<file path="config.mk">
export PLATFORM = sky130hd
export DESIGN_NAME = cpu_run_ctrl
export DESIGN_NICKNAME = d
export VERILOG_FILES = /design/src/rtl/cpu_run_ctrl.sv
export SDC_FILE = /design/constraint.sdc
export NUM_CORES = 1
export LEC_CHECK = 0
export BUFFER_PORTS_ARGS = -buffer_cell sky130_fd_sc_hd__buf_2
export CAP_MARGIN = 10
export CORE_MARGIN = 5
export CORE_UTILIZATION = 40
export CTS_BUF_LIST = sky130_fd_sc_hd__clkbuf_8
export CTS_CLUSTER_DIAMETER = 120
export CTS_CLUSTER_SIZE = 12
export DETAILED_ROUTE_END_ITERATION = 16
export PLACE_DENSITY = 0.64
export SYNTH_ARGS = -nofsm -noshare
export SYNTH_HDL_FRONTEND = slang
export SYNTH_SLANG_ARGS = --single-unit
</file>
<file path="constraint.sdc">
create_clock -name sysclk -period 4.2 [get_ports sysclk]
set_input_delay 0.21 -clock sysclk [delete_from_list [all_inputs] [get_ports sysclk]]
set_output_delay 0.21 -clock sysclk [all_outputs]
set_load 0.01 [all_outputs]
</file>
<file path="src/rtl/cpu_run_ctrl.sv">
// Run controller for cpu: sequences the CPU reset, counts run cycles and
// snoops the store bus for a tohost mailbox write to report pass/fail/timeout.
module cpu_run_ctrl #(
  parameter int                         DMEM_ADDR_WIDTH = 12,
  parameter int                         DMEM_DATA_WIDTH = 32,
  parameter logic [DMEM_ADDR_WIDTH-1:0] TOHOST_ADDR     = 12'hFFC,
  parameter int                         RST_CYCLES      = 4,
  parameter int                         TIMEOUT_CYCLES  = 100000,
  parameter int                         CNT_WIDTH       = 32,
  parameter bit                         HALT_ON_DONE    = 1'b1
) (
  input  logic                       sysclk,
  input  logic                       rst,
  input  logic                       restart,
  input  logic                       dmem_we,
  input  logic [DMEM_ADDR_WIDTH-1:0] dmem_addr,
  input  logic [DMEM_DATA_WIDTH-1:0] dmem_wdata,
  output logic                       cpu_rst,
  output logic                       running,
  output logic                       done,
  output logic                       pass,
  output logic                       timeout,
  output logic [DMEM_DATA_WIDTH-2:0] fail_code,
  output logic [CNT_WIDTH-1:0]       cycle_count,
  output logic [2:0]                 o_dbg_state
);

  localparam int HOLD_W = (RST_CYCLES > 1) ? $clog2(RST_CYCLES) : 1;
  localparam logic [HOLD_W-1:0]          L_HOLD_LAST    = HOLD_W'(RST_CYCLES - 1);
  localparam logic [CNT_WIDTH-1:0]       L_TIMEOUT_LAST = CNT_WIDTH'(TIMEOUT_CYCLES - 1);
  localparam logic [DMEM_DATA_WIDTH-1:0] L_PASS_VAL     = DMEM_DATA_WIDTH'(1);

  typedef enum logic [2:0] {
    ST_HOLD    = 3'd0,
    ST_RUN     = 3'd1,
    ST_PASS    = 3'd2,
    ST_FAIL    = 3'd3,
    ST_TIMEOUT = 3'd4
  } state_t;

  state_t                     r_state;
  state_t                     w_state_nxt;
  logic [HOLD_W-1:0]          r_hold_cnt;
  logic [HOLD_W-1:0]          w_hold_nxt;
  logic [CNT_WIDTH-1:0]       r_cycle_count;
  logic [CNT_WIDTH-1:0]       w_cycle_nxt;
  logic [DMEM_DATA_WIDTH-2:0] r_fail_code;
  logic [DMEM_DATA_WIDTH-2:0] w_fail_nxt;
  logic                       r_cpu_rst;
  logic                       r_running;
  logic                       r_done;
  logic                       r_pass;
  logic                       r_timeout;
  logic                       w_cpu_rst_nxt;
  logic                       w_mbox_hit;

  assign w_mbox_hit = dmem_we && (dmem_addr == TOHOST_ADDR);

  always_ff @(posedge sysclk or negedge rst) begin
    if (!rst) begin
      r_state       <= ST_HOLD;
      r_hold_cnt    <= '0;
      r_cycle_count <= '0;
      r_fail_code   <= '0;
      r_cpu_rst     <= 1'b1;
      r_running     <= 1'b0;
      r_done        <= 1'b0;
      r_pass        <= 1'b0;
      r_timeout     <= 1'b0;
    end else begin
      r_state       <= w_state_nxt;
      r_hold_cnt    <= w_hold_nxt;
      r_cycle_count <= w_cycle_nxt;
      r_fail_code   <= w_fail_nxt;
      r_cpu_rst     <= w_cpu_rst_nxt;
      r_running     <= (w_state_nxt == ST_RUN);
      r_done        <= (w_state_nxt == ST_PASS) || (w_state_nxt == ST_FAIL) ||
                       (w_state_nxt == ST_TIMEOUT);
      r_pass        <= (w_state_nxt == ST_PASS);
      r_timeout     <= (w_state_nxt == ST_TIMEOUT);
    end
  end

  // Status flags are registered copies decoded from the next state, so every
  // output changes on the same edge as the state it describes.
  always_comb begin
    w_state_nxt = r_state;
    w_hold_nxt  = r_hold_cnt;
    w_cycle_nxt = r_cycle_count;
    w_fail_nxt  = r_fail_code;
    case (r_state)
      ST_HOLD: begin
        if (restart) begin
          w_hold_nxt = '0;
        end else if (r_hold_cnt == L_HOLD_LAST) begin
          w_state_nxt = ST_RUN;
          w_hold_nxt  = '0;
        end else begin
          w_hold_nxt = r_hold_cnt + 1'b1;
        end
      end
      ST_RUN: begin
        if (r_cycle_count != '1) begin
          w_cycle_nxt = r_cycle_count + 1'b1;
        end
        if (w_mbox_hit && (dmem_wdata == L_PASS_VAL)) begin
          w_state_nxt = ST_PASS;
        end else if (w_mbox_hit && (dmem_wdata != '0)) begin
          w_state_nxt = ST_FAIL;
          w_fail_nxt  = dmem_wdata[DMEM_DATA_WIDTH-1:1];
        end else if (r_cycle_count == L_TIMEOUT_LAST) begin
          w_state_nxt = ST_TIMEOUT;
        end
      end
      default: ;
    endcase
    // Restart outside HOLD overrides whatever RUN or a terminal state decided.
    if (restart && (r_state != ST_HOLD)) begin
      w_state_nxt = ST_HOLD;
      w_hold_nxt  = '0;
      w_cycle_nxt = '0;
      w_fail_nxt  = '0;
    end
    case (w_state_nxt)
      ST_HOLD: w_cpu_rst_nxt = 1'b1;
      ST_RUN:  w_cpu_rst_nxt = 1'b0;
      default: w_cpu_rst_nxt = HALT_ON_DONE;
    endcase
  end

  assign cpu_rst     = r_cpu_rst;
  assign running     = r_running;
  assign done        = r_done;
  assign pass        = r_pass;
  assign timeout     = r_timeout;
  assign fail_code   = r_fail_code;
  assign cycle_count = r_cycle_count;
  assign o_dbg_state = r_state;

endmodule

</file>
* Word-level counts from Yosys, hierarchy flattened
Cells that the tools add are included. Widths: inputs -> output; s select.
Word-level totals: output and inout bits 71, bits in registers 73
Operators by class: add/sub/neg operators 2, reductions and logical operators 15, mux-type cells 19, equality and inequality tests 11
Operators with widths (count):
- $mux 31 | 4
- $mux 32 | 3
- $add 32x1->32 const B | 1
- $eq 32x1->1 const B | 1
- $eq 32x17->1 const B | 1
- $ne 32x32->1 const B | 1
- $reduce_bool 32->1 | 1
- $mux 3 | 6
- $eq 12x12->1 const B | 1
- $mux 2 | 4
- $reduce_bool 2->1 | 4
- $eq 3x1->1 const B | 2
- $eq 3x2->1 const B | 2
- $pmux 3 s2 | 1
- $logic_and 1x1->1 | 4
- $eq 3x3->1 const B | 1
- $logic_not 3->1 | 1
- $reduce_and 3->1 | 1
- $reduce_bool 3->1 | 1
- $add 2x1->2 const B | 1
- $eq 2x2->1 const B | 1
- $logic_or 1x1->1 | 2
- $ne 2x1->1 const B | 1
- $reduce_and 2->1 | 1
- $mux 1 | 1

* Longest topological paths before layout
Gate-level depths: netlist (run 1).
word-level depth 10, depth in mapped cells 9

* Worst setup path before layout (run 1)
OpenSTA, ideal clock, no wires.
path type register -> register, start register r_state[2], in the netlist o_dbg_state[2], end register r_cycle_count[25], in the netlist cycle_count[25], clock period less this slack 2113 ps, cell stages (with the launch flop) 6, data required time 4122 ps, data arrival time 2035 ps, slack 2087 ps, buffers on the path 1, path through dfrtp_1 > or3b_1 > buf_6 > or4_4 > or4_1 > a21oi_1
On the way: longest elaborated chain between the ends 4
Ends and longest elaborated chain:
- from (decl) | RTL line 41 | state_t r_state;
- from (signal assigned) | RTL line 71 | r_state <= w_state_nxt;
- $reduce_bool 3->1 | RTL line 118 | if (restart && (r_state != ST_HOLD)) begin
- $logic_and 1x1->1 | RTL line 118
- $reduce_bool 2->1 (no source line)
- $reduce_and 2->1 (no source line)
- to (signal assigned) | RTL line 73 | r_cycle_count <= w_cycle_nxt;
- to (decl) | RTL line 45 | logic [CNT_WIDTH-1:0] r_cycle_count;
Parallel ways exist; a longest one is shown, timed or not. A chain may end at the register's enable or synchronous reset.

* Worst setup path in the final report (run 1)
start register r_cycle_count[23], in the netlist cycle_count[23], end register r_cycle_count[27], in the netlist cycle_count[27]
On the way: longest elaborated chain between the ends 4
Ends and longest elaborated chain:
- $add 32x1->32 | RTL line 104 | w_cycle_nxt = r_cycle_count + 1'b1;
- $mux 32 | RTL line 103 | if (r_cycle_count != '1) begin
- $mux 32 | RTL line 91 | case (r_state)
- $mux 32 | RTL line 118
Parallel ways exist; a longest one is shown, timed or not. The select of a mux whose other input is x is not followed.

==> results of run 1 <==
[layer usage]
layer	track usage, %	part of all wire, %
met4	5.39	1.1
met2	30.1	47
met3	5.72	8.6
met1	24.9	43
met5	0	0
[path summary, 6_finish.rpt]
path / slack (ns) / depth (start not counted) / start / to
worst max-delay path: 1.56 / 6 / cycle_count[23]$_DFFE_PN0P_ / cycle_count[27]$_DFFE_PN0P_
worst min-delay path: 0.09 / 2 / restart / r_hold_cnt[1]$_DFFE_PN0P_
worst max register to register: 1.56 / 6 / cycle_count[23]$_DFFE_PN0P_ / cycle_count[27]$_DFFE_PN0P_
worst min register to register: 0.53 / 2 / fail_code[29]$_DFFE_PN0P_ / fail_code[29]$_DFFE_PN0P_
max in group asynchronous: 2.80 / 3 / rst / cycle_count[11]$_DFFE_PN0P_
min in group asynchronous: 0.33 / 2 / rst / cycle_count[18]$_DFFE_PN0P_
[where the power goes]
| group | internal, mW | switching (mW) |
|---|---|---|
| Sequential | 0.756 | 0.0676 |
| Clock | 0.348 | 0.263 |
| Combinational | 0.118 | 0.176 |
| Total | 1.22 | 0.506 |
[critical path, cell delays in order (launching register included)]
cell,delay (ns)
dfrtp_1,0.51
nand4_1,0.18
nor4_2,0.52
and4_1,0.71
buf_4,0.34
o311ai_0,0.16
o41ai_1,0.10
[flip-flops by register name, summed over array words and instances (netlist names)]
| signal | cells |
|---|---|
| done | 1 |
| fail_code | 31 |
| running | 1 |
| r_hold_cnt | 2 |
| o_dbg_state | 3 |
| timeout | 1 |
| cpu_rst | 1 |
| cycle_count | 32 |
| pass | 1 |
[synthesized netlist by cell type (2+ instances only)]
cell      instances
dfrtp_1          72
nor2_1           43
mux2i_1          36
nand2_1          26
a21oi_1          18
nand4_1          18
o21ai_0          17
or3_1            14
nor4_1           13
nand3_1          12
clkbuf_1         10
and4_1            9
or4_1             8
nor3_1            7
nand2b_1          6
and3_1            5
buf_2             5
inv_1             5
o211ai_1          5
o311ai_0          5
o31ai_1           5
and2_1            3
o41ai_1           3
a31oi_1           2
buf_1             2
buf_4             2
buf_6             2
ha_1              2
nor4_2            2
o21a_1            2
or2_1             2
[logic make-up (layout without fill, tap and decap cells)]
group	Yosys count	after routing	synth area share, %
AO/OA/AOI/OAI	64	64	11.6
XOR/XNOR	1	1	0.233
adder cells (fa/ha/maj)	2	2	0.664
buffers and inverters	26	147	3.36
flip-flops	73	73	48.5
multiplexers	36	36	9.57
AND/OR/NAND/NOR	177	177	26.0
[stage by stage]
| step | utilization [%] | hold slack (ns) |
|---|---|---|
| 2_1_floorplan | - | -0.0856 |
| 3_3_place_gp | 48.4 | 0.178 |
| 3_5_place_dp | 48.4 | 0.177 |
| 4_1_cts | 50.9 | 0.0802 |
| 5_1_grt | 50.9 | 0.100 |
| 6_report | 50.9 | 0.0878 |
[area by class of cell]
| type | instances | area, um2 | area share (%) |
|---|---|---|---|
| flip-flops and latches | 73 | 1830 | 39.1 |
| clock buffers | 10 | 138 | 2.94 |
| clock inverters | 6 | 83.8 | 1.79 |
| multi-input cells | 280 | 1820 | 38.9 |
| repair buffers | 126 | 653 | 14.0 |
| well taps | 111 | 139 | 2.97 |
| inverters | 5 | 18.8 | 0.401 |
[timing repair]
item	in CTS	in global routing
setup buffers	0	0
endpoints found under the setup margin	0	0
hold buffers	1	0
endpoints found under the hold margin	17	0
==> summary.txt, run 1 <==
Floorplan
  – Core area: 9200 um2
  – Die Height: 107 um
  – I/O pin cnt: 119
  – Die Area: 11500 um2
  – Standard-cell rows: 35
  – Die W: 107 um
  – Initial core utilization: 41.0%

Detailed routing
  – Initial DRC count: 172
  – First drt pass iteration count: 5
  – Number of remaining DRC errors: 0
  – Via-to-Cell Ratio: 5.74
  – Vias: 3508
  – Final WL: 10.5 mm
  – Drt wl/cell: 17.1 um
  – Final ANT Viol Nets: 0

Synthesis
  – Mapped Avg Cell Area: 9.94 um2
  – Yosys top cell area share: 47.8%
  – Most used DFF post-synth: dfrtp_1
  – Library cells used by synthesis: 49
  – Post-synthesis register bit count: 73
  – Largest cells by area after synthesis: dfrtp_1 48%, mux2i_1 9.6%, nor2_1 4.3%
  – Cell taking the most area after synthesis: dfrtp_1
  – Cell Area, Synth: 3770 um2
  – Syn Inst Count: 379
  – Ys Warns: 0
  – Async set or reset register ratio after synthesis: 100%
  – Syn_nets: 429
  – Number of enable flip-flop cells after synthesis: 0
  – Sequential area share after synthesis: 48.5%

Clock tree
  – CTS Buf Count: 9
  – CTS max path bufs: 2
  – CTS tree: yes
  – Resized Gates After CTS: 0
  – Clock root cell: clkbuf_8
  – Skew-Pair Late Insertion Delay: 0.35 ns
  – Htree depth: 3
  – CTS Sinks: 73
  – CTS clock-pin slew for the worst setup and hold paths: 0.08 ns

Cells and area
  – Nets@finish: 545
  – Share of cells above drive strength 1: 29.8%
  – Non-filler cells, final: 611
  – Most frequent cells in the layout: 118 x buf_2, 72 x dfrtp_1, 43 x nor2_1, 36 x mux2i_1, 26 x nand2_1
  – Layout fillers: 881
  – N_diodes: 0
  – Post-layout instance area: 4680 um2
  – Area added between synthesis and finish: 24.3%
  – Leading cell type in the layout, fill and taps excluded: buf_2

Power
  – Pwr dens: 369 nW/um2
  – Peak VDD IR: 0.000143 V
  – Design Power: 1.73 mW
  – Leak: 2.57 nW

Critical path
  – Worst endpoint required time: 4.44 ns
  – Crit path arrival time: 2.88 ns
  – Crit Path Class: flip-flop to flip-flop
  – Startpoint Class: flip-flop
  – CP max FO: 25
  – Crit end category: flip-flop

Min path
  – Hold Crit Class: input pin to flip-flop

Place
  – Placed instance area: 4450 um2
  – Hpwl dp: 7.74 mm
  – Placed Cells: 594
  – IO buf count: 118
  – Place WS: 1.59 ns
  – Placer Congestion: 0.875

Timing
  – Fmax: 378 MHz
  – Worst setup margin: 1.56 ns
  – Period utilization: 62.9%
  – Setup TNS: 0 ns
  – Final min period: 2.64 ns
  – Worst Tran Pin Value: 0.698 ns
  – Final hold vios: 0
  – RSZ-0062 raised after global routing: no
  – Final setup vio count: 0
  – Worst slew margin: 53.1%
  – Slew Limit Fails: 0
  – Worst Clk Skew: 0.00751 ns

Outcome
  – Outcome: finished clean

Global route
  – Overflow after GRT: 0
  – Global-route wire length before repair: 17.5 mm
  – Pin count of the biggest net entering global routing: 57
  – Initial antenna violation count: 0
  – Vias in the first global route: 3500
  – GRT Total Usage: 18.9%

Job
  – MaxCap Viol Count: 0
No activity file was read; power rests on OpenSTA's default activity.
==> inputs of run 2 (changes only) <==
Settings changed: ABC_AREA set to 1, PLACE_DENSITY 0.64 to 0.63.
Clock period 4.2 ns to 2.5 ns, I/O delays scaled along.
==> run 2 against run 1 <==
Effect of this change:
- non-clock buffer count increased by 5
- largest power group unchanged
- register-to-register slack got worse by 1.2 ns
- hold slack got worse by 0.060 ns
- cell count increased by 42%
- sequential power increased by 67%
- clock-buffer cell count decreased by 1
- utilization decreased by 0.51 points
- wire length increased by 21%
- global-route usage increased by 0.93 points
- worst setup slack got worse by 1.2 ns
- flip-flop and latch count unchanged
- largest cell class is now multi-input gates
- combinational power increased to 2.6 times the previous value
==> summary.txt, run 2 <==
Outcome
  – Outcome: finished clean

Place
  – Placed Cells: 851
  – Hpwl dp: 9.85 mm
  – Placer Congestion: 0.891
  – Placed instance area: 4960 um2
  – IO buf count: 118
  – Place WS: 0.132 ns

Detailed routing
  – Final WL: 12.7 mm
  – Vias: 4403
  – Drt wl/cell: 14.6 um
  – Via-to-Cell Ratio: 5.06
  – Number of remaining DRC errors: 0
  – First drt pass iteration count: 5
  – Final ANT Viol Nets: 0
  – Initial DRC count: 325

Power
  – Design Power: 2.97 mW
  – Clock power share: 27.5%
  – Sequential share of power: 46.7%
  – Switch share: 36.5%
  – Pwr dens: 573 nW/um2
  – Sw Pwr: 1.08 mW
  – Combinational power share: 25.8%
  – Internal Dissipation: 1.89 mW
  – Leak: 2.67 nW
  – Peak VDD IR: 0.000283 V

Critical path
  – Crit Path Class: flip-flop to flip-flop
  – R2R Setup Slk: 0.31 ns
  – CP top delay family: simple AND/OR/NAND/NOR gates
  – Worst endpoint required time: 2.73 ns
  – CP Cell Sequence: ha_1 > nand2_1 > nor2_2 > nand2_2 > nor2_1 > nand3_1 > nor2_1 > nand2_1 > nor2_1 > nor2_1
  – Startpoint Class: flip-flop
  – Crit end category: flip-flop
  – CP max FO: 5
  – Slowest cell delay on critical path: 0.43 ns
  – Reg-to-Reg End: cycle_count[18]$_DFFE_PN0P_
  – R2R cell count: 10
  – Crit path arrival time: 2.42 ns
  – Most used cell, CP: nor2_1
  – WP depth: 10
  – Slowest CP cell: dfrtp_1
  – Worst Path Buf+Inv: 0
  – RR Startpoint: cycle_count[0]$_DFFE_PN0P_
  – Worst setup path end: cycle_count[18]$_DFFE_PN0P_
  – Crit path launch: cycle_count[0]$_DFFE_PN0P_

Global route
  – Vias in the first global route: 4204
  – Global-route wire length before repair: 20.6 mm
  – Pin count of the biggest net entering global routing: 33
  – Initial antenna violation count: 0
  – GRT Total Usage: 19.9%
  – Overflow after GRT: 0

Floorplan
  – Die Height: 113 um
  – Die Area: 12700 um2
  – Core area: 10300 um2
  – Initial core utilization: 41.0%
  – I/O pin cnt: 119
  – Die W: 113 um
  – Standard-cell rows: 37

Synthesis
  – Async set or reset register ratio after synthesis: 100%
  – Library cells used by synthesis: 31
  – Post-synthesis register bit count: 73
  – Count leader, synth: nand2_1
  – Cell taking the most area after synthesis: dfrtp_1
  – Most used DFF post-synth: dfrtp_1
  – Post-synth top cells: 194 x nand2_1, 101 x nor2_1, 72 x dfrtp_1
  – Ys Warns: 0
  – Largest cells by area after synthesis: dfrtp_1 43%, nand2_1 17%, nor2_1 9.0%
  – Syn_nets: 654
  – Number of enable flip-flop cells after synthesis: 0
  – Syn Inst Count: 604
  – Cell Area, Synth: 4210 um2
  – Sequential area share after synthesis: 43.4%
  – Mapped Avg Cell Area: 6.97 um2
  – Yosys top cell area share: 42.8%

Clock tree
  – CTS Buf Count: 9
  – CTS max path bufs: 2
  – Clock root cell: clkbuf_8
  – CTS Sinks: 73
  – Skew-Pair Late Insertion Delay: 0.35 ns
  – Htree depth: 3
  – Resized Gates After CTS: 0
  – CTS clock-pin slew for the worst setup and hold paths: 0.09 ns
  – CTS tree: yes

Timing
  – Final min period: 2.19 ns
  – Worst Clk Skew: 0.0140 ns
  – Slew Limit Fails: 0
  – Setup TNS: 0 ns
  – Worst setup margin: 0.312 ns
  – Final hold vios: 0
  – Worst Tran Pin Value: 0.676 ns
  – Worst hold margin: 0.0275 ns
  – Fmax: 457 MHz
  – Final setup vio count: 0
  – Worst slew margin: 54.9%
  – Period utilization: 87.5%
  – RSZ-0062 raised after global routing: no

Cells and area
  – Leading cell type in the layout, fill and taps excluded: nand2_1
  – N_diodes: 0
  – Share of cells above drive strength 1: 23.0%
  – Area added between synthesis and finish: 22.9%
  – Nets@finish: 779
  – Largest register FFs: 32
  – Non-filler cells, final: 870
  – Post-layout util: 50.4%
  – Post-layout instance area: 5180 um2
  – Most frequent cells in the layout: 193 x nand2_1, 118 x buf_2, 101 x nor2_1, 72 x dfrtp_1, 67 x nand3_1

Job
  – MaxCap Viol Count: 0

Min path
  – Hold Startpoint: dmem_wdata[5]
  – Hold Crit Class: input pin to flip-flop
run 2: power groups by stage:
stage / clock network (mW) / registers, mW / logic (mW)
floorplan: 0 / 1.43 / 0.466
global placement: 0 / 1.40 / 0.761
detailed placement: 0 / 1.41 / 0.770
CTS: 0.855 / 1.38 / 0.775
global route: 0.891 / 1.40 / 0.860
finish: 0.817 / 1.38 / 0.765
run 2: worst min path at each step:
stage | end | slack (ns) | depth (start not counted)
detailed placement | fail_code[17]$_DFFE_PN0P_ | 0.20 | 1
global route | fail_code[4]$_DFFE_PN0P_ | 0.02 | 3
finish | fail_code[4]$_DFFE_PN0P_ | 0.03 | 3
floorplan | cycle_count[0]$_DFFE_PN0P_ | -0.17 | 0
global placement | fail_code[17]$_DFFE_PN0P_ | 0.20 | 1
CTS | fail_code[2]$_DFFE_PN0P_ | 0.009 | 3
run 2: cells by family after synthesis:
family	synth area share (%)
XOR/XNOR	1.46
AND/OR/NAND/NOR	42.1
adder cells (fa/ha/maj)	0.594
AO/OA/AOI/OAI	5.64
buffers and inverters	6.77
flip-flops	43.4
run 2: what timing repair did:
item | 4_1_cts | 5_1_grt
hold buffers | 2 | 0
buffers inserted | 0 | 0
endpoints found under the hold margin | 28 | 0
run 2: metal layers:
metal  GRT usage, %  share of wire [%]
met5              0                  0
met4           5.77                1.2
met3           4.10                8.3
met2           31.4                 45
met1           27.5                 45
run 2: layout make-up:
| type | instances | area, um2 |
|---|---|---|
| Sequential cell | 73 | 1830 |
| Multi-Input combinational cell | 465 | 2100 |
| Inverter | 49 | 184 |
| Clock inverter | 7 | 45.0 |
| Fill cell | 1060 | 5100 |
| Clock buffer | 9 | 124 |
| Tap cell | 136 | 170 |
| Timing Repair Buffer | 131 | 726 |
run 2: worst min-delay path, cell delays in order:
cell and delay [ns]:
buf_2 0.09, nand3_1 0.06, nand2_1 0.06
==> inputs of run 3 (changes only) <==
Settings changed: CORE_MARGIN 5 to 2.
==> run 3 against run 2 <==
Effect of this change:
- final area increased by 1.9%
- die area is 10% lower
- clock skew is 0.0046 ns lower
- utilization increased by 0.97 points
- register-to-register slack barely moved
- combinational power is 2% higher
- non-clock buffer count up 9
- sequential share of layout area shrank 0.67 points
==> summary.txt, run 3 (same netlist as run 2, synthesis figures left out) <==
Outcome
  – Outcome: finished clean

Detailed routing
  – Via-to-Cell Ratio: 5.09
  – Final ANT Viol Nets: 0
  – Drt wl/cell: 14.3 um
  – Number of remaining DRC errors: 0
  – Vias: 4470
  – Initial DRC count: 351
  – Final WL: 12.6 mm
  – First drt pass iteration count: 6

Timing
  – Worst hold margin: 0.00989 ns
  – Period utilization: 88.0%
  – Worst Clk Skew: 0.00942 ns
  – RSZ-0062 raised after global routing: no
  – Worst Tran Pin Value: 0.947 ns
  – Final hold vios: 0
  – Slew Limit Fails: 0
  – Final setup vio count: 0
  – Fmax: 455 MHz
  – Worst slew margin: 36.9%
  – Setup TNS: 0 ns
  – Worst setup margin: 0.301 ns
  – Final min period: 2.20 ns

Job
  – MaxCap Viol Count: 0

Cells and area
  – Post-layout instance area: 5280 um2
  – Leading cell type in the layout, fill and taps excluded: nand2_1
  – Share of cells above drive strength 1: 22.9%
  – Most frequent cells in the layout: 193 x nand2_1, 118 x buf_2, 101 x nor2_1, 72 x dfrtp_1, 67 x nand3_1
  – Nets@finish: 788
  – Area added between synthesis and finish: 25.3%
  – N_diodes: 0
  – Layout fillers: 1065
  – Largest register FFs: 32

Floorplan
  – Die Height: 107 um
  – Die Area: 11400 um2
  – Die W: 107 um
  – Initial core utilization: 41.0%
  – Standard-cell rows: 37
  – I/O pin cnt: 119
  – Core area: 10300 um2

Clock tree
  – Htree depth: 3
  – CTS max path bufs: 2
  – Skew-Pair Late Insertion Delay: 0.36 ns
  – CTS clock-pin slew for the worst setup and hold paths: 0.08 ns
  – CTS tree: yes
  – Clock root cell: clkbuf_8
  – CTS Sinks: 73
  – CTS Buf Count: 9

Power
  – Peak VDD IR: 0.000286 V
  – Leak: 2.70 nW
  – Design Power: 3.14 mW
  – Pwr dens: 594 nW/um2

Critical path
  – Crit end category: flip-flop
  – Startpoint Class: flip-flop
  – CP max FO: 20
  – Worst endpoint required time: 2.75 ns
  – Crit Path Class: flip-flop to flip-flop
  – Crit path arrival time: 2.45 ns
  – R2R cell count: 11

Global route
  – Overflow after GRT: 0
  – Pin count of the biggest net entering global routing: 42
  – Global-route wire length before repair: 20.9 mm
  – Vias in the first global route: 4249
  – GRT Total Usage: 23.2%
  – Initial antenna violation count: 0

Place
  – IO buf count: 118
  – Hpwl dp: 9.54 mm
  – Place WS: 0.147 ns
  – Placer Congestion: 0.919
  – Placed instance area: 4960 um2

Min path
  – Hold Crit Class: input pin to flip-flop
  – Hold path cells: 3
run 3: cell types whose count changed in the layout (fill, tap and decap cells not counted), moves of 2 or more:
cell,change
buf_4,+2
clkinvlp_4,+3
clkinv_2,-4
dlygate4sd3_1,+8
run 3: cell type report:
class / instances / area, um2 / share of cell area, %
Sequential cell: 73 / 1830 / 34.6
Clock buffer: 9 / 124 / 2.35
Clock inverter: 7 / 77.6 / 1.47
Inverter: 49 / 184 / 3.49
Tap cell: 136 / 170 / 3.22
Multi-Input combinational cell: 465 / 2110 / 39.9
Timing Repair Buffer: 140 / 788 / 14.9
run 3: worst max-delay path, stage by stage (launching register included):
cell	delay [ns]
dfrtp_1	0.43
ha_1	0.22
nand2_1	0.12
nor2_4	0.18
nand2_2	0.14
nor2_4	0.12
nand3_1	0.09
nand2_2	0.23
buf_4	0.29
nor2_1	0.08
o21ai_1	0.12
nor2_1	0.05
run 3: worst paths after layout:
path / startpoint / to / slack, ns
max: cycle_count[0]$_DFFE_PN0P_ / cycle_count[12]$_DFFE_PN0P_ / 0.30
min reg2reg: fail_code[19]$_DFFE_PN0P_ / fail_code[19]$_DFFE_PN0P_ / 0.47
max in group asynchronous: rst / cpu_rst$_DFF_PN1_ / 1.28
min in group asynchronous: rst / fail_code[12]$_DFFE_PN0P_ / 0.44
min: dmem_wdata[8] / fail_code[7]$_DFFE_PN0P_ / 0.01
max reg2reg: cycle_count[0]$_DFFE_PN0P_ / cycle_count[12]$_DFFE_PN0P_ / 0.30
run 3: stage by stage:
| step | utilization (%) | std cells |
|---|---|---|
| 6_report | 51.4 | 879 |
| 5_1_grt | 51.4 | 879 |
| 4_1_cts | 51.1 | 877 |
| 3_5_place_dp | 48.2 | 852 |
| 3_3_place_gp | 48.2 | 852 |
| 2_1_floorplan | - | 604 |
run 3: what timing repair did:
item                                   CTS  global route
hold buffers                             9             1
setup endpoints to repair                0             2
setup buffers                            0             0
endpoints found under the hold margin   47             1
resized for setup                        0             1
run 3: per-layer routing:
metal / vias up / GRT usage (%) / part of all wire (%)
met5: - / 0 / 0
met4: 0 / 7.79 / 1.2
met3: 13 / 4.74 / 6.7
met2: 164 / 37.1 / 46
met1: 2084 / 31.5 / 46
li1: 2209 / - / -
run 3: power breakdown:
part | internal [mW] | switching (mW)
registers | 1.27 | 0.111
logic | 0.262 | 0.523
clock network | 0.467 | 0.500
total | 2.00 | 1.13
